$ cat src/rtl/bus_if_types_pkg.sv
// Shared slave-bus types and the gpio_irq register offsets.
// Bus agents and register blocks import this package.
package bus_if_types_pkg;

    localparam int BUS_ADDR_W = 32;
    localparam int BUS_DATA_W = 32;

    typedef enum logic {
        READ  = 1'b0,
        WRITE = 1'b1
    } ttype_e;

    localparam logic [7:0] GPIO_IRQ_PIN_VAL = 8'h00;
    localparam logic [7:0] GPIO_IRQ_RISE_EN = 8'h04;
    localparam logic [7:0] GPIO_IRQ_FALL_EN = 8'h08;
    localparam logic [7:0] GPIO_IRQ_PENDING = 8'h0C;
    localparam logic [7:0] GPIO_IRQ_IRQ_EN  = 8'h10;
    localparam logic [7:0] GPIO_IRQ_DIV     = 8'h14;

    localparam logic [7:0] GPIO_IRQ_DIV_RST = 8'hFF;

endpackage

$ cat src/rtl/slave_bus_if.sv
// Simple single-cycle register bus: the slave always completes in the
// same cycle, so rdata is combinational from addr.
interface slave_bus_if;
    import bus_if_types_pkg::*;

    logic                  ss;
    ttype_e                ttype;
    logic [BUS_ADDR_W-1:0] addr;
    logic [BUS_DATA_W-1:0] wdata;
    logic [BUS_DATA_W-1:0] rdata;
    logic                  bdone;

    modport master (output ss, ttype, addr, wdata, input rdata, bdone);
    modport slave  (input ss, ttype, addr, wdata, output rdata, bdone);

endinterface

$ cat src/rtl/gpio_debounce.sv
// One GPIO pin: two-flop synchronizer, tick-based stability counter,
// debounced value and single-cycle rise/fall flags.
module gpio_debounce #(
    parameter int DB_TICKS = 4
) (
    input  logic clk,
    input  logic rst,
    input  logic pin_in,
    input  logic tick,
    output logic pin_val,
    output logic rise,
    output logic fall
);

    localparam int CW = (DB_TICKS < 2) ? 1 : $clog2(DB_TICKS + 1);
    localparam logic [CW-1:0] LAST = CW'(DB_TICKS - 1);

    logic          sync1, sync2;
    logic [CW-1:0] cnt;

    always_ff @(posedge clk or posedge rst) begin
        if (rst) begin
            sync1   <= 1'b0;
            sync2   <= 1'b0;
            pin_val <= 1'b0;
            cnt     <= '0;
            rise    <= 1'b0;
            fall    <= 1'b0;
        end else begin
            sync1 <= pin_in;
            sync2 <= sync1;
            rise  <= 1'b0;
            fall  <= 1'b0;
            // Any agreement with the accepted value throws away progress.
            if (sync2 == pin_val) begin
                cnt <= '0;
            end else if (tick) begin
                if (cnt == LAST) begin
                    pin_val <= sync2;
                    cnt     <= '0;
                    rise    <= sync2;
                    fall    <= ~sync2;
                end else begin
                    cnt <= cnt + 1'b1;
                end
            end
        end
    end

endmodule

$ cat src/rtl/gpio_irq.sv
// GPIO input conditioner with edge-triggered, maskable level interrupt.
// Prescaler and register file live here; per-pin logic is in gpio_debounce.
module gpio_irq
    import bus_if_types_pkg::*;
#(
    parameter int NPIN     = 8,
    parameter int DB_TICKS = 4
) (
    input  logic            clk,
    input  logic            rst,
    slave_bus_if.slave      bus,
    input  logic [NPIN-1:0] pin_in,
    output logic [NPIN-1:0] pin_val,
    output logic            irq
);

    logic [7:0]      pre_cnt, div_q;
    logic            tick;
    logic [NPIN-1:0] rise, fall;
    logic [NPIN-1:0] rise_en, fall_en, pending, irq_en;
    logic [NPIN-1:0] w1c_mask, pending_nxt;
    logic [7:0]      off;
    logic            wr;
    logic [BUS_DATA_W-1:0] rdata_c;
    logic            unused_bits;

    assign off = bus.addr[7:0];
    assign wr  = bus.ss && (bus.ttype == WRITE);
    assign unused_bits = ^{bus.addr[BUS_ADDR_W-1:8], bus.wdata};

    assign tick = (pre_cnt == div_q);

    for (genvar i = 0; i < NPIN; i++) begin : g_pin
        gpio_debounce #(.DB_TICKS(DB_TICKS)) u_db (
            .clk     (clk),
            .rst     (rst),
            .pin_in  (pin_in[i]),
            .tick    (tick),
            .pin_val (pin_val[i]),
            .rise    (rise[i]),
            .fall    (fall[i])
        );
    end

    // New edges are OR'd in after the clear so a same-cycle set survives W1C.
    assign w1c_mask    = (wr && off == GPIO_IRQ_PENDING) ? bus.wdata[NPIN-1:0] : '0;
    assign pending_nxt = (pending & ~w1c_mask) | (rise & rise_en) | (fall & fall_en);

    always_ff @(posedge clk or posedge rst) begin
        if (rst) begin
            pre_cnt <= '0;
            div_q   <= GPIO_IRQ_DIV_RST;
            rise_en <= '0;
            fall_en <= '0;
            pending <= '0;
            irq_en  <= '0;
        end else begin
            pending <= pending_nxt;
            if (wr && off == GPIO_IRQ_RISE_EN) rise_en <= bus.wdata[NPIN-1:0];
            if (wr && off == GPIO_IRQ_FALL_EN) fall_en <= bus.wdata[NPIN-1:0];
            if (wr && off == GPIO_IRQ_IRQ_EN)  irq_en  <= bus.wdata[NPIN-1:0];
            if (wr && off == GPIO_IRQ_DIV) begin
                div_q   <= bus.wdata[7:0];
                pre_cnt <= '0;
            end else if (tick) begin
                pre_cnt <= '0;
            end else begin
                pre_cnt <= pre_cnt + 1'b1;
            end
        end
    end

    always_comb begin
        rdata_c = '0;
        case (off)
            GPIO_IRQ_PIN_VAL: rdata_c[NPIN-1:0] = pin_val;
            GPIO_IRQ_RISE_EN: rdata_c[NPIN-1:0] = rise_en;
            GPIO_IRQ_FALL_EN: rdata_c[NPIN-1:0] = fall_en;
            GPIO_IRQ_PENDING: rdata_c[NPIN-1:0] = pending;
            GPIO_IRQ_IRQ_EN:  rdata_c[NPIN-1:0] = irq_en;
            GPIO_IRQ_DIV:     rdata_c[7:0]      = div_q;
            default:          rdata_c           = '0;
        endcase
    end

    assign bus.rdata = rdata_c;
    assign bus.bdone = 1'b1;
    assign irq       = |(pending & irq_en);

endmodule
$ cat src/flat_wrapper.sv
// flat-port wrapper written by rule: the top's interface ports become plain ports
module gpio_irq_flat import bus_if_types_pkg::*;
#(
    parameter int NPIN     = 8,
    parameter int DB_TICKS = 4
)
  (clk, rst, pin_in, pin_val, irq, bus_ss, bus_ttype, bus_addr, bus_wdata, bus_rdata, bus_bdone);
  slave_bus_if bus_i ();
  input  logic clk;
  input  logic rst;
  input  logic [NPIN-1:0] pin_in;
  output logic [NPIN-1:0] pin_val;
  output logic irq;
  input wire logic [$bits(bus_i.ss)-1:0] bus_ss;
  input wire logic [$bits(bus_i.ttype)-1:0] bus_ttype;
  input wire logic [$bits(bus_i.addr)-1:0] bus_addr;
  input wire logic [$bits(bus_i.wdata)-1:0] bus_wdata;
  output wire logic [$bits(bus_i.rdata)-1:0] bus_rdata;
  output wire logic [$bits(bus_i.bdone)-1:0] bus_bdone;
  assign bus_i.ss = bus_ss;
  assign bus_i.ttype = bus_ttype;
  assign bus_i.addr = bus_addr;
  assign bus_i.wdata = bus_wdata;
  assign bus_rdata = bus_i.rdata;
  assign bus_bdone = bus_i.bdone;
  gpio_irq #(.NPIN(NPIN), .DB_TICKS(DB_TICKS)) u_core (.clk(clk), .rst(rst), .bus(bus_i), .pin_in(pin_in), .pin_val(pin_val), .irq(irq));
endmodule
$ cat config.mk
export PLATFORM = sky130hd
export DESIGN_NAME = gpio_irq_flat
export DESIGN_NICKNAME = d
export VERILOG_FILES = /design/src/rtl/bus_if_types_pkg.sv /design/src/rtl/slave_bus_if.sv /design/src/rtl/gpio_debounce.sv /design/src/rtl/gpio_irq.sv /design/src/flat_wrapper.sv
export SDC_FILE = /design/constraint.sdc
export NUM_CORES = 1
export LEC_CHECK = 0
export BUFFER_PORTS_ARGS = -buffer_cell sky130_fd_sc_hd__buf_2
export CORE_UTILIZATION = 54
export DETAILED_ROUTE_END_ITERATION = 8
export PLACE_DENSITY = 0.8
export SLEW_MARGIN = 20
export SYNTH_ARGS = -nofsm -noshare
export SYNTH_HDL_FRONTEND = slang
export SYNTH_SLANG_ARGS = --single-unit
$ cat constraint.sdc
create_clock -name clk -period 4.05 [get_ports clk]
set_clock_uncertainty 0.15 [all_clocks]
set_input_delay 0.405 -clock clk [delete_from_list [all_inputs] [get_ports clk]]
set_output_delay 0.405 -clock clk [all_outputs]
set_load 0.01 [all_outputs]
==> results_dict.tcl, run 1 <==
set metrics [dict create \
    antenna_found_initial 0 \
    die_h_um 101.1 \
    cp-start-kind "input port" \
    grt_pass1_vias 3347 \
    timing.hold.ws_ns 0.1892 \
    fmax_mhz 400.8 \
    clkPwrFrac 0.251 \
    ios 118 \
    drv_cap 0 \
    place_inst 579 \
    pwr-share-seq 0.482 \
    synthXorXnorAreaFrac 0.03635 \
    synth_mux_area_frac 0.1355 \
    place_congestion 0.8238 \
    fin_cells 604 \
    numClockSinks 112 \
    dpl_worst_slack_ns 1.333 \
    track_usage 0.2224 \
    hold_violations 0 \
    num_antenna_cells 0 \
    path_class "in2out" \
    grt_remaining_overflow 0 \
    n_fill_cell 737 \
    synth-adder-area-share 0.02124 \
    largest_reg_flops 24 \
    async_flop_share 1.000 \
    slew_viol_final 0 \
    yosys_warnings 0 \
    r2r-start "u_core.div_q[3]" \
    postCtsSetupBuffers 0 \
    relSlewSlack 0.4154 \
    wire_per_inst_um 17.12 \
    area_delta_synth_final_pct 9.299 \
    synth_compound_area_frac 0.08213 \
    tns_ns 0 \
    cp-end-kind "output pin" \
    syn_area_sq_um 5301 \
    peakVddDrop_mv 0.2735 \
    yosys.cell_types.count 44 \
    grt_max_degree 47 \
    synth_top_family_by_area "multiplexers" \
    multi_input_area_sq_um 2231 \
    cts_tree "done" \
    setup_viol 0 \
    arrival_ns 1.94 \
    hp-class "in2reg" \
    ant_nets 0 \
    synth_simple_gate_area_frac 0.1279 \
    p_leak_nw 2.742 \
    cts_buffers 9 \
    status "completed" \
    synthFlopType "dfrtp_1" \
    insertion_delay_ns 0.37 \
    ys_seq_area_frac 0.5306 \
    htreeDepth 3 \
    grt_pass1_wl_mm 17.24 \
    clock_path_buffers 2 \
    design_area_sq_um 5794 \
    finalPower_mw 2.857 \
    setup_ws_ns 1.555 \
    swShare 0.3318 \
    rows 35 \
    min-delay-start "bus_wdata[2]" \
    vias 3431 \
    core_sq_um 9371 \
    start_util 0.5657 \
    rsz0062_at_grt "no" \
    finalNetCount 555 \
    vias_per_cell 5.680 \
    cts.clk_slew.worst_paths_ns 0.11 \
    drive_above_1_share 0.2632 \
    finalCritPeriodShare 0.6161 \
    hpwl_mm 7.221 \
    regMostFlops "u_core.g_pin.u_db.cnt" \
    p_comb_frac 0.267 \
    post-route-util 0.6183 \
    ff_latch_area_sq_um 2813 \
    wl_mm 10.34 \
    cts_root_buf "clkbuf_8" \
    period_needed_ns 2.495 \
    crit_start "bus_addr[1]" \
    power_density_nw_per_um2 493.1 \
    worst_pin_slew_ns 0.8696 \
    drt_iter0_drc 227 \
    die_x_um 101.1 \
    syn_inst 426 \
    drc 0 \
    p_sw_mw 0.9480 \
    synth_edf_count 0 \
    first_pass_iters 5 \
    critPathMaxFanout 6 \
    numPortBuffers 44 \
    cp.required_ns 3.49 \
    syn_avg_cell_area_sq_um 12.44 \
    synth-seq-cells 112 \
    p_int_mw 1.909 \
    placed_area_sq_um 5488 \
    die-area_sq_um 10220 \
]
## critical path, stage by stage
cell and delay, ns:
buf_2 0.10, or4_4 0.57, or3_4 0.43, o21ai_0 0.26
buf_2 0.18
## cell type report
type                            instances  area share
Clock buffer                           13     0.02570
Clock inverter                          3     0.01166
Inverter                                4    0.003023
Multi-Input combinational cell        284      0.3850
Sequential cell                       112      0.4854
Tap cell                              129     0.02786
Timing Repair Buffer                   59     0.06133
## cell usage in the layout, fill, tap and decap left out, drive strengths merged, types with 13 or more instances in the layout
cell type	count
a21oi	28
o21ai	21
conb	25
dfrtp	104
mux2	38
clkbuf	13
xnor2	18
buf	50
nand2b	18
nor3	14
## power by group through the flow
| stage | Sequential (mW) | Combinational [mW] | Clock (mW) |
|---|---|---|---|
| detailed placement | 1.40 | 0.762 | 0 |
| global route | 1.40 | 0.853 | 0.774 |
| finish | 1.38 | 0.764 | 0.717 |
| CTS | 1.37 | 0.772 | 0.733 |
| floorplan | 1.35 | 0.607 | 0 |
| global placement | 1.39 | 0.735 | 0 |
## worst paths after layout
check                                               endpoint  slack, ns  cells after the start
worst max-delay path                            bus_rdata[7]       1.55                      5
worst min-delay path                       u_core.fall_en[2]       0.19                      2
worst max register to register  u_core.g_pin[2].u_db.pin_val       1.57                      5
worst min register to register    u_core.g_pin[7].u_db.sync2       0.21                      0
max in group asynchronous                    u_core.div_q[5]       2.38                      4
min in group asynchronous          u_core.g_pin[7].u_db.rise       0.50                      3
## timing repair
item,CTS,global route
resized for setup,0,0
hold endpoints to repair,50,0
hold buffers,9,0
## synthesized netlist by cell type, types with 2 or more instances
master	number	area, sq um
buf_4	34	255.2
buf_2	2	10.01
nand3_1	10	50.05
a21oi_1	28	140.1
nand2_1	6	22.52
ha_1	9	112.6
clkbuf_1	9	33.78
dfrtp_1	104	2603
nand2b_1	17	106.4
a21boi_0	7	52.55
conb_1	2	7.510
nor2_1	9	33.78
mux4_2	8	180.2
buf_1	2	7.510
mux2i_1	8	80.08
and3_1	3	18.77
nand4b_1	8	70.07
nand4_1	7	43.79
a22oi_1	5	37.54
buf_6	2	22.52
o31ai_1	4	30.03
inv_1	4	15.01
o21ai_0	21	105.1
xnor2_1	18	157.7
mux2_4	8	120.1
nor3_1	13	65.06
a221o_1	7	70.07
dfstp_2	8	210.2
mux2_2	30	337.8
nor4b_1	2	17.52
and4_1	3	26.28
xor2_1	4	35.03
nor4_1	2	12.51
and3b_1	12	105.1
## routing by layer
layer  GRT usage  share of wire
met5           0              0
met2      0.3428           0.48
met1      0.3204           0.46
met3     0.03190          0.048
met4     0.08473          0.016
## logic make-up (layout without fill, tap and decap cells)
family / after synthesis / in the layout
flops: 112 / 112
mux: 54 / 54
fa+ha+maj: 9 / 9
buf+inv: 53 / 79
xor+xnor: 22 / 22
simple gates: 102 / 102
compound gates: 72 / 72
other cells: 2 / 25
No activity file was read; power rests on OpenSTA's default activity.
==> inputs of run 2 (changes only) <==
--- a/config.mk
+++ b/config.mk
@@ -6,9 +6,9 @@
 export NUM_CORES = 1
 export LEC_CHECK = 0
 export BUFFER_PORTS_ARGS = -buffer_cell sky130_fd_sc_hd__buf_2
-export CORE_UTILIZATION = 54
+export CORE_UTILIZATION = 49
 export DETAILED_ROUTE_END_ITERATION = 8
-export PLACE_DENSITY = 0.8
+export PLACE_DENSITY = 0.76
 export SLEW_MARGIN = 20
 export SYNTH_ARGS = -nofsm -noshare
 export SYNTH_HDL_FRONTEND = slang
==> constraint.sdc (replaced) <==
create_clock -name clk -period 2.2 [get_ports clk]
set_clock_uncertainty 0.15 [all_clocks]
set_input_delay 0.22 -clock clk [delete_from_list [all_inputs] [get_ports clk]]
set_output_delay 0.22 -clock clk [all_outputs]
set_load 0.01 [all_outputs]
==> run 2 against run 1 <==
Compared with the run above:
- sequential power increased by 84%
- critical endpoint is now bus_rdata[1]
- combinational power increased by 100%
- global-route usage decreased by 1.4 points
- critical path type unchanged
- flip-flop and latch count unchanged
- core utilization decreased by 3.7 points
- sequential share of layout area decreased by 2.1 points
- routed wire length increased by 4.7%
- largest power group unchanged
- first-iteration DRC count increased by 3.5%
==> results_dict.tcl, run 2 (synthesis gave the netlist of run 1 again) <==
set metrics [dict create \
    cp.required_ns 1.83 \
    rsz0062_at_grt "no" \
    clock_path_buffers 2 \
    numPortBuffers 44 \
    peakVddDrop_mv 0.4357 \
    critPathMaxFanout 6 \
    hpwl_mm 7.683 \
    largest_reg_flops 24 \
    ant_nets 0 \
    track_usage 0.2084 \
    finalPower_mw 5.353 \
    tns_ns 0 \
    grt_pass1_vias 3586 \
    fmax_mhz 466.4 \
    grt_remaining_overflow 0 \
    regMostFlops "u_core.g_pin.u_db.cnt" \
    drc 0 \
    hold_path_depth 4 \
    num_antenna_cells 0 \
    cts_root_buf "clkbuf_8" \
    status "completed" \
    hold_violations 0 \
    grt_max_degree 27 \
    hp-class "in2reg" \
    most-common-layout-cells "dfrtp_1 (104), buf_2 (44), mux2_2 (30)" \
    first_pass_iters 4 \
    vias_per_cell 5.529 \
    cts_buffers 9 \
    cp-end-kind "output pin" \
    path_class "in2out" \
    rows 37 \
    power_density_nw_per_um2 884.0 \
    drive_above_1_share 0.2954 \
    antenna_found_initial 0 \
    area_delta_synth_final_pct 14.23 \
    ios 118 \
    period_needed_ns 2.144 \
    wl_mm 10.82 \
    die_h_um 106.0 \
    p_leak_nw 2.884 \
    mostFrequentLayoutCell "dfrtp_1" \
    grt_pass1_wl_mm 17.91 \
    insertion_delay_ns 0.39 \
    finalNetCount 581 \
    numClockSinks 112 \
    finalCritPeriodShare 0.9746 \
    reg2reg_depth 5 \
    start_util 0.5089 \
    relSlewSlack 0.6665 \
    cts.clk_slew.worst_paths_ns 0.09 \
    arrival_ns 1.77 \
    die-area_sq_um 11240 \
    wire_per_inst_um 16.99 \
    die_x_um 106.0 \
    slew_viol_final 0 \
    drv_cap 0 \
    worst_pin_slew_ns 0.5002 \
    cts_tree "done" \
    vias 3522 \
    htreeDepth 3 \
    drt_iter0_drc 235 \
    core_sq_um 10420 \
    cp-start-kind "input port" \
    setup_viol 0 \
    place_congestion 0.8155 \
]
## run 2: changes by cell type in the layout (fill, tap and decap cells not counted)
| cell | before | now |
|---|---|---|
| nor3_1 | 13 | 11 |
| dlygate4sd3_1 | 9 | 17 |
| bufinv_16 | 2 | 1 |
| inv_4 | 1 | 0 |
| clkbuf_1 | 3 | 0 |
| buf_12 | 0 | 3 |
| nor3_2 | 0 | 2 |
| clkinv_2 | 0 | 3 |
| buf_4 | 6 | 21 |
| inv_6 | 0 | 1 |
| clkbuf_8 | 10 | 11 |
## run 2: stage by stage
stage	hold WS (ns)	instance area (sq um)	utilization	std cells	worst slack [ns]
floorplan	0.1014	5391	-	449	0.1760
global placement	0.09920	5670	0.5444	604	0.02089
detailed placement	0.1020	5670	0.5444	604	0.01586
CTS	0.1660	6046	0.5804	637	0.06940
global route	0.1955	6056	0.5814	637	0.009021
finish	0.1957	6056	0.5814	637	0.05583
## run 2: final timing paths
| path | startpoint | endpoint | slack, ns |
|---|---|---|---|
| worst min register to register | u_core.g_pin[5].u_db.sync1 | u_core.g_pin[5].u_db.sync2 | 0.21 |
| worst max-delay path | bus_addr[1] | bus_rdata[1] | 0.06 |
| worst min-delay path | bus_addr[5] | u_core.pending[6] | 0.20 |
| worst max register to register | u_core.div_q[3] | u_core.g_pin[1].u_db.pin_val | 0.14 |
| max in group asynchronous | rst | u_core.g_pin[7].u_db.cnt[0] | 1.12 |
| min in group asynchronous | rst | u_core.g_pin[4].u_db.cnt[2] | 0.22 |
## run 2: where the power goes
group | internal [mW] | switching, mW
logic | 0.665 | 0.880
registers | 2.28 | 0.257
clock network | 0.588 | 0.685
## run 2: metal layers
metal  up-vias  track usage  part of all wire
met3        10      0.03617             0.037
met5         -            0                 0
met4         0      0.08829             0.014
met1      1808       0.2818              0.46
li1       1621            -                 -
met2        83       0.3329              0.49
## run 2: area by class of cell
cell class	instances	area, sq um
inverters	4	18.77
fillers	862	4360
flip-flops and latches	112	2813
clock inverters	5	53.80
clock buffers	11	151.4
repair buffers	85	608.1
well taps	136	170.2
multi-input cells	284	2241
## run 2: critical path, cell delays in order
cell	delay, ns
buf_2	0.09
or4_4	0.57
or3_4	0.44
o21ai_0	0.27
buf_2	0.18
## run 2: timing repair
action                                  CTS  global route
buffers inserted                          0             0
hold endpoints to repair                 86             0
hold buffers                             17             0
resized for setup                         0             2
endpoints found under the setup margin    0             2
